<file path="src/rtl/output_drain_pkg.sv">
// Shared types and defaults for the output feature-map drain FIFO.
//   state_t     : drain FSM states (IDLE, STREAM, FLUSH)
//   coord_t     : x/y/channel tag stored alongside each word
//   DEFAULT_*   : default DEPTH / DATA_WIDTH for output_drain_fifo
package output_drain_pkg;

    localparam int unsigned DEFAULT_DEPTH      = 8;
    localparam int unsigned DEFAULT_DATA_WIDTH = 32;
    localparam int unsigned COORD_WIDTH        = 32;

    typedef enum logic [1:0] {
        IDLE   = 2'd0,
        STREAM = 2'd1,
        FLUSH  = 2'd2
    } state_t;

    // Coordinate tag; ch sits in the MSBs of a stored entry.
    typedef struct packed {
        logic [COORD_WIDTH-1:0] ch;
        logic [COORD_WIDTH-1:0] y;
        logic [COORD_WIDTH-1:0] x;
    } coord_t;

    localparam int unsigned COORD_BITS = $bits(coord_t);

endpackage

</file>
<file path="src/rtl/drain_fifo_mem.sv">
// Register-array storage for the drain FIFO.
// Ports:
//   clk        : clock, write on rising edge
//   wr_en      : write enable
//   wr_ptr     : write address
//   wr_data    : entry to store
//   rd_ptr     : read address
//   rd_data_c  : combinational read of entry at rd_ptr
module drain_fifo_mem #(
    parameter int unsigned DEPTH = 8,
    parameter int unsigned WIDTH = 128
) (
    input  logic                     clk,
    input  logic                     wr_en,
    input  logic [$clog2(DEPTH)-1:0] wr_ptr,
    input  logic [WIDTH-1:0]         wr_data,
    input  logic [$clog2(DEPTH)-1:0] rd_ptr,
    output logic [WIDTH-1:0]         rd_data_c
);

    logic [WIDTH-1:0] mem_q [DEPTH];

    // Entries are not reset; validity is tracked by the controller.
    always_ff @(posedge clk) begin
        if (wr_en) begin
            mem_q[wr_ptr] <= wr_data;
        end
    end

    assign rd_data_c = mem_q[rd_ptr];

endmodule

</file>
<file path="src/rtl/output_drain_fifo.sv">
// Output feature-map drain FIFO with flush/drain control.
// Buffers tagged output words from the compute engine (which cannot be
// back-pressured, only held via almost_full) and presents them to the
// downstream writer with a registered head (latency 1, no fall-through).
// Ports:
//   clk, arst_n_in               : clock, synchronous active-low reset
//   in_valid/in_data/in_x/y/ch   : incoming word and coordinates
//   flush                        : drain FIFO and end the frame
//   out_valid/out_ready          : head handshake
//   out_data/out_x/y/ch          : registered head entry
//   almost_full                  : count >= AF_LEVEL
//   overflow                     : sticky, a word was dropped
//   count                        : registered occupancy
//   drain_done                   : one-cycle pulse when a flush completes
//   stat_words                   : accepted-word counter
// Build option: OUTPUT_DRAIN_STATS_EN enables the stat_words counter;
// otherwise stat_words is tied to zero.
module output_drain_fifo
    import output_drain_pkg::*;
#(
    parameter int unsigned DEPTH      = DEFAULT_DEPTH,
    parameter int unsigned DATA_WIDTH = DEFAULT_DATA_WIDTH,
    parameter int unsigned AF_LEVEL   = DEPTH - 2
) (
    input  logic                         clk,
    input  logic                         arst_n_in,
    input  logic                         in_valid,
    input  logic [DATA_WIDTH-1:0]        in_data,
    input  logic [31:0]                  in_x,
    input  logic [31:0]                  in_y,
    input  logic [31:0]                  in_ch,
    input  logic                         flush,
    output logic                         out_valid,
    input  logic                         out_ready,
    output logic [DATA_WIDTH-1:0]        out_data,
    output logic [31:0]                  out_x,
    output logic [31:0]                  out_y,
    output logic [31:0]                  out_ch,
    output logic                         almost_full,
    output logic                         overflow,
    output logic [$clog2(DEPTH+1)-1:0]   count,
    output logic                         drain_done,
    output logic [31:0]                  stat_words
);

    localparam int unsigned PTR_W   = $clog2(DEPTH);
    localparam int unsigned CNT_W   = $clog2(DEPTH + 1);
    localparam int unsigned ENTRY_W = DATA_WIDTH + COORD_BITS;

    state_t             state_q;
    state_t             state_d;
    logic               drain_done_d;

    logic [PTR_W-1:0]   wr_ptr_q;
    logic [PTR_W-1:0]   rd_ptr_q;
    logic [PTR_W-1:0]   rd_ptr_d;
    logic [CNT_W-1:0]   count_d;

    logic               accept_c;
    logic               full_c;
    logic               pop_c;
    logic               push_c;
    logic               drop_c;
    logic               fwd_c;

    coord_t             wr_coord_c;
    logic [ENTRY_W-1:0] wr_entry_c;
    logic [ENTRY_W-1:0] rd_entry_c;
    logic [ENTRY_W-1:0] head_d;
    coord_t             head_coord_c;

    // Storage array
    drain_fifo_mem #(
        .DEPTH (DEPTH),
        .WIDTH (ENTRY_W)
    ) u_mem (
        .clk       (clk),
        .wr_en     (push_c),
        .wr_ptr    (wr_ptr_q),
        .wr_data   (wr_entry_c),
        .rd_ptr    (rd_ptr_d),
        .rd_data_c (rd_entry_c)
    );

    // Push/pop qualification, next occupancy and next head entry
    always_comb begin
        accept_c   = (state_q != FLUSH);
        full_c     = (count == CNT_W'(DEPTH));
        pop_c      = out_valid && out_ready;
        push_c     = in_valid && accept_c && (!full_c || pop_c);
        drop_c     = in_valid && accept_c && full_c && !pop_c;
        rd_ptr_d   = rd_ptr_q + PTR_W'(pop_c);
        count_d    = count + CNT_W'(push_c) - CNT_W'(pop_c);

        wr_coord_c    = '0;
        wr_coord_c.x  = in_x;
        wr_coord_c.y  = in_y;
        wr_coord_c.ch = in_ch;
        wr_entry_c    = {wr_coord_c, in_data};

        // The incoming word becomes the head only when the FIFO is (or is
        // about to become) empty; then it has not reached the array yet.
        fwd_c  = push_c && (wr_ptr_q == rd_ptr_d);
        head_d = fwd_c ? wr_entry_c : rd_entry_c;
        head_coord_c = coord_t'(head_d[ENTRY_W-1 -: COORD_BITS]);
    end

    // Pointers, occupancy, flags and registered head
    always_ff @(posedge clk) begin
        if (!arst_n_in) begin
            wr_ptr_q    <= '0;
            rd_ptr_q    <= '0;
            count       <= '0;
            out_valid   <= 1'b0;
            almost_full <= 1'b0;
            overflow    <= 1'b0;
            out_data    <= '0;
            out_x       <= '0;
            out_y       <= '0;
            out_ch      <= '0;
        end else begin
            if (push_c) begin
                wr_ptr_q <= wr_ptr_q + PTR_W'(1);
            end
            rd_ptr_q    <= rd_ptr_d;
            count       <= count_d;
            out_valid   <= (count_d != '0);
            almost_full <= (32'(count_d) >= AF_LEVEL);
            if (drop_c) begin
                overflow <= 1'b1;
            end
            // Head only reloads when it changes; it holds while stalled.
            if (count_d != '0) begin
                out_data <= head_d[DATA_WIDTH-1:0];
                out_x    <= head_coord_c.x;
                out_y    <= head_coord_c.y;
                out_ch   <= head_coord_c.ch;
            end
        end
    end

    // FSM state register
    always_ff @(posedge clk) begin
        if (!arst_n_in) begin
            state_q    <= IDLE;
            drain_done <= 1'b0;
        end else begin
            state_q    <= state_d;
            drain_done <= drain_done_d;
        end
    end

    // FSM next state
    always_comb begin
        state_d      = state_q;
        drain_done_d = 1'b0;
        unique case (state_q)
            IDLE: begin
                if (flush) begin
                    state_d = FLUSH;
                end else if (in_valid) begin
                    state_d = STREAM;
                end
            end
            STREAM: begin
                if (flush) begin
                    state_d = FLUSH;
                end
            end
            FLUSH: begin
                if (count == '0) begin
                    state_d      = IDLE;
                    drain_done_d = 1'b1;
                end
            end
            default: begin
                state_d = IDLE;
            end
        endcase
    end

    // Accepted-word statistics
`ifdef OUTPUT_DRAIN_STATS_EN
    always_ff @(posedge clk) begin
        if (!arst_n_in) begin
            stat_words <= '0;
        end else if (push_c) begin
            stat_words <= stat_words + 32'd1;
        end
    end
`else
    assign stat_words = '0;
`endif

endmodule

</file>
<file path="config.mk">
export PLATFORM = sky130hd
export DESIGN_NAME = output_drain_fifo
export DESIGN_NICKNAME = d
export VERILOG_FILES = /design/src/rtl/output_drain_pkg.sv /design/src/rtl/drain_fifo_mem.sv /design/src/rtl/output_drain_fifo.sv
export SDC_FILE = /design/constraint.sdc
export NUM_CORES = 1
export LEC_CHECK = 0
export ABC_AREA = 1
export CORE_ASPECT_RATIO = 0.6
export CORE_MARGIN = 8
export CORE_UTILIZATION = 45
export DETAILED_ROUTE_END_ITERATION = 10
export PLACE_DENSITY = 0.66
export SLEW_MARGIN = 25
export SYNTH_ARGS = -nofsm -noshare
export SYNTH_HDL_FRONTEND = slang
export SYNTH_SLANG_ARGS = --single-unit
</file>
<file path="constraint.sdc">
create_clock -name clk -period 6.6 [get_ports clk]
set_input_delay 0.66 -clock clk [delete_from_list [all_inputs] [get_ports clk]]
set_output_delay 0.66 -clock clk [all_outputs]
set_load 0.02 [all_outputs]
</file>
Word level (Yosys, flattened, before mapping)
Memory sizes are Yosys's and may differ from the RTL's. A register that Yosys moved wholly into a read port is not among the register bits.
Index checks and enable logic that the tools add are counted.
Word-level totals
  bits of input ports: 133
  word-level logic and storage cells: 43
  register bits: 16
  RAM bits: 1024
  memories kept: 1
Memory list
  u_mem.mem_q: words 8, bits a word 128, read ports 1, clocked after Yosys merged registers in 1, wr ports 1, RTL line drain_fifo_mem.sv:21  | logic [WIDTH-1:0] mem_q [DEPTH];
Cells by class
  reduce and logical (&&, ||, !) cells: 14
  add/sub/neg operators: 4
  multiplexer cells: 8
  equal/unequal tests: 7
  magnitude comparators: 1
Operators with widths (number)
  $mux W2: 4
  $ne A2 B2 Y1 const B: 3
  $pmux W2 S3: 1
  $logic_and A1 B1 Y1: 5
  $add A4 B1 Y4: 1
  $eq A4 B4 Y1 const B: 1
  $ge A4 B3 Y1 const B: 1
  $logic_not A4 Y1: 1
  $reduce_bool A4 Y1: 1
  $sub A4 B1 Y4: 1
  $add A3 B1 Y3: 1
  $add A3 B1 Y3 const B: 1
  $logic_not A1 Y1: 3
  $mux W1: 3
  $ne A3 B3 Y1 const B: 1
  $reduce_and A3 Y1: 1
  $eq A2 B1 Y1 const B: 1
  $eq A2 B2 Y1 const B: 1
  $logic_not A2 Y1: 1
  $reduce_and A2 Y1: 1
  $logic_or A1 B1 Y1: 1

Longest topological paths before layout
  depth in word-level cells: 7
  mapped depth: 20
  depth with buffers taken out: 18

Cells and area by module
A second synthesis with hierarchy kept.
Unflattened totals
  cells, all modules: 5589
  area total of the unflattened synthesis: 52978.3 µm²
By module, submodules not included
  drain_fifo_mem: area each 44515.2 µm², cells an instance 4442, times used 1
  output_drain_fifo: area each 8463.1 µm², cells an instance 1147, times used 1

Worst setup path after synthesis
No wires, ideal clock.
  path type: in2reg
  start point: in out_ready
  end point: mem u_mem.mem_q[0][0], enable pin
  stages: 6
  data required time: 5983 ps
  setup time: 617 ps
  data arrival time: 6492 ps
  slack: -509 ps
  path buffers: 0
  path through: nand2_1 nand3_1 nand2_2 inv_1 nand2_1 nor2_1
Between the ends
  word-level cells in the longest chain between the ends: 5
RTL lines
  start: declaration: RTL line output_drain_fifo.sv:34  | input logic out_ready,
  $logic_and A1 B1 Y1: RTL line output_drain_fifo.sv:89  | pop_c = out_valid && out_ready;
  $logic_or A1 B1 Y1: RTL line output_drain_fifo.sv:90  | push_c = in_valid && accept_c && (!full_c || pop_c);
  $logic_and A1 B1 Y1: RTL line output_drain_fifo.sv:90
  $mux W1: RTL line drain_fifo_mem.sv:25  | if (wr_en) begin
  $mux W1 (implied by the code): RTL line drain_fifo_mem.sv:26  | mem_q[wr_ptr] <= wr_data;
  end: declaration: RTL line drain_fifo_mem.sv:21
No other way between the ends.

Worst setup path in the final report
  start point: reg count[2]
  end point: reg out_x[26], read port of u_mem.mem_q
Between the ends
  word-level cells in the longest chain between the ends: 7
RTL lines
  start: declaration: RTL line output_drain_fifo.sv:41  | output logic [$clog2(DEPTH+1)-1:0] count,
  start signal: assignment: RTL line output_drain_fifo.sv:126  | count <= count_d;
  $eq A4 B4 Y1: RTL line output_drain_fifo.sv:88  | full_c = (count == CNT_W'(DEPTH));
  $logic_not A1 Y1: RTL line output_drain_fifo.sv:90
  $logic_or A1 B1 Y1: RTL line output_drain_fifo.sv:90
  $logic_and A1 B1 Y1: RTL line output_drain_fifo.sv:90
  $add A4 B1 Y4 (*): RTL line output_drain_fifo.sv:93  | count_d = count + CNT_W'(push_c) - CNT_W'(pop_c);
  $sub A4 B1 Y4 (*): RTL line output_drain_fifo.sv:93
  $reduce_bool A4 Y1 (*): RTL line output_drain_fifo.sv:133  | if (count_d != '0) begin
  end: declaration: RTL line output_drain_fifo.sv:36  | output logic [31:0] out_x,
Every way passes the cells marked *; elsewhere a longest branch is shown, timed or not.
A chain may end at the register's enable or synchronous reset.

==> reports/metrics.yaml <==
vias_per_cell: 5.110
worst-path-max-fanout: 68
numCtsBuffers: 109
ir_drop_uv: 471.9
drv_cap: 0
synth.most_common_cell: "nand2_1"
grt_max_degree: 198
hold_class: "reg -> reg"
cts_root_buffer: "clkbuf_16"
first_pass_iters: 5
overflow: 0
cts_tree: "done"
core_area_um2: 109900
synth_cell_type_count: 28
grt_pass1_wl_um: 204900
wl_met3_um: 9494
io_buffers: 268
post_drt_wl_per_cell_um: 19.93
power.density_nw_per_um2: 414.9
nNetsFinal: 5329
clkLatencyLatePin_ns: 0.72
syn_to_final_growth_pct: 14.96
end_kind: "register"
cp.required_ns: 7.26
syn_area_um2: 49930
ys_ff_latch: 1168
htreeDepth: 3
dr_wl_met2_um: 61970
synth_flop_cell: "edfxtp_1"
whs_ns: 0.4750
start_util_pct: 45.45
ys_seq_area_share_pct: 67.36
p_leak_uw: 0.02430
hold_viol: 0
totalWireLength_um: 135100
setup-violations-final: 0
tns_ns: 0
timing.critical_path.arrival_ns: 4.67
fin_worst_skew_ns: 0.02078
relSlewSlack_pct: 26.21
yosys.area.top_type: "edfxtp_1"
cts.clk_slew.worst_paths_ns: 0.07
grt_antenna_before_repair: 15
cts_hold_buf: 0
drive_above_1_share_pct: 4.733
reg2reg_slack_ns: 2.59
fin_crit_sh_pct: 60.76
drt_iter0_markers: 3097
wl_met1_um: 60060
fin_util_pct: 52.25
ant_nets: 0
tightest_slew_ns: 1.107
synth_area_leaders: "edfxtp_1, nand2_1, nand3_1, dfxtp_1, inv_1"
post-cts-setup-buffers: 0
netlist.area_leader.share_pct: 61.59
avgSynthCellArea_um2: 9.900
die_x_um: 446.0
synth_common_cells: "nand2_1, edfxtp_1, nand3_1, inv_1, dfxtp_1"
ys.warnings.count: 0
place_congestion: 0.7788
rsz0062_at_grt: "false"
netlist_instances: 5043
clockBufferDepth: 3
synth_edf_count: 1024
min_period_ns: 4.010
grt_pass1_vias: 33040
drv_slew: 0
io_pins: 301
rows: 94
drcViolationCount: 0
cts_resized: 0
clock.fmax_mhz: 249.4
die_h_um: 274.0
track_usage_pct: 21.52
status: "finished, final reports clean"
vias: 34640
cp-start-kind: "register"
critPathKind: "reg -> reg"
synthArstFlopShare_pct: 0
fp.dieArea_um2: 122200
cts.sinks: 1168
highest-signal-layer: "met5"
hpwl_um: 69220
metal layers:
metal | global-route usage, % | vias to the layer above
li1 | - | 16630
met1 | 30.30 | 16570
met2 | 34.08 | 1201
met3 | 4.170 | 231
met4 | 6.291 | 10
met5 | 0 | -
power breakdown:
| group | total, µW | switching [µW] | internal (µW) |
|---|---|---|---|
| sequential | 9040 | 326 | 8720 |
| clock | 6350 | 2810 | 3550 |
| combinational | 8410 | 5840 | 2570 |
| total | 23800 | 8970 | 14800 |
layout by cell type, fill, tap and decap left out, drive strengths merged, types with 3 or more instances in the layout:
cell,Yosys,final
dfxtp,144,144
bufinv,0,8
ha,8,8
edfxtp,1024,1024
nand2,1856,1856
buf,217,57
clkdlybuf4s50,0,267
clkinvlp,0,3
nand3,826,826
nor2,138,138
clkbuf,105,155
a21oi,6,6
clkinv,0,36
inv,639,643
conb,1,32
nand4,69,69
diode,0,10
cell families (layout without fill, tap and decap cells):
| logic type | count (synthesis) | in the layout | share of synthesized area, % |
|---|---|---|---|
| AO/OA/AOI/OAI | 10 | 10 | 0.1428 |
| flip-flops | 1168 | 1168 | 67.36 |
| AND/OR/NAND/NOR | 2892 | 2892 | 24.21 |
| other | 1 | 42 | 0.007511 |
| buffers and inverters | 961 | 1169 | 8.004 |
| adder cells (fa/ha/maj) | 9 | 9 | 0.2406 |
| XOR/XNOR | 2 | 2 | 0.03509 |
sequential cells by signal, summed over array words and instances, names as in the netlist:
register / flops
count: 4
overflow: 1
rd_ptr_q: 3
out_x: 32
out_data: 32
almost_full: 1
state_q: 2
wr_ptr_q: 3
out_y: 32
out_ch: 32
out_valid: 1
drain_done: 1
u_mem.mem_q: 1024
worst paths after layout:
| check | to | from | depth (start not counted) |
|---|---|---|---|
| hold reg to reg | out_y[17]$_SDFFE_PN0P_ | out_y[17]$_SDFFE_PN0P_ | 2 |
| setup / recovery | out_x[26]$_SDFFE_PN0P_ | count[2]$_SDFF_PN0_ | 19 |
| hold / removal | out_y[17]$_SDFFE_PN0P_ | out_y[17]$_SDFFE_PN0P_ | 2 |
| setup reg to reg | out_x[26]$_SDFFE_PN0P_ | count[2]$_SDFF_PN0_ | 19 |
layout make-up:
class	instances	area (µm²)
inverter	639	2419
fill	9638	52450
sequential	1168	33630
clock buffer	155	3042
tap	1488	1862
clock inverter	51	541.8
timing repair buffer	324	3329
antenna	10	25.02
multi-input combinational	2945	12550
critical path, cell delays in order, from the launching register on:
cell and delay, ns:
dfxtp_1 0.38, inv_1 0.10, ha_1 0.22, nand3_1 0.09, nand2_2 0.11, inv_1 0.18, nand2_1 0.07, nand2_1 0.06
ha_1 0.16, inv_1 0.06, fa_1 0.40, xnor2_1 0.30, nor2_4 0.07, nand3_4 0.08, buf_4 0.55, buf_4 0.72
nor2_1 0.12, nor2_1 0.14, nand2_1 0.07, inv_1 0.05
metrics by stage:
step	power (µW)	setup WS, ns	std cells	instance area [µm²]
2_1_floorplan	14850	-0.5091	5074	50050
3_3_place_gp	17420	1.991	6561	53720
3_5_place_dp	17570	1.985	6563	53760
4_1_cts	23930	2.574	6769	57350
5_1_grt	25240	2.219	6773	57380
6_report	23810	2.590	6780	57400
Note: power is estimated with default switching activity, not from simulation.
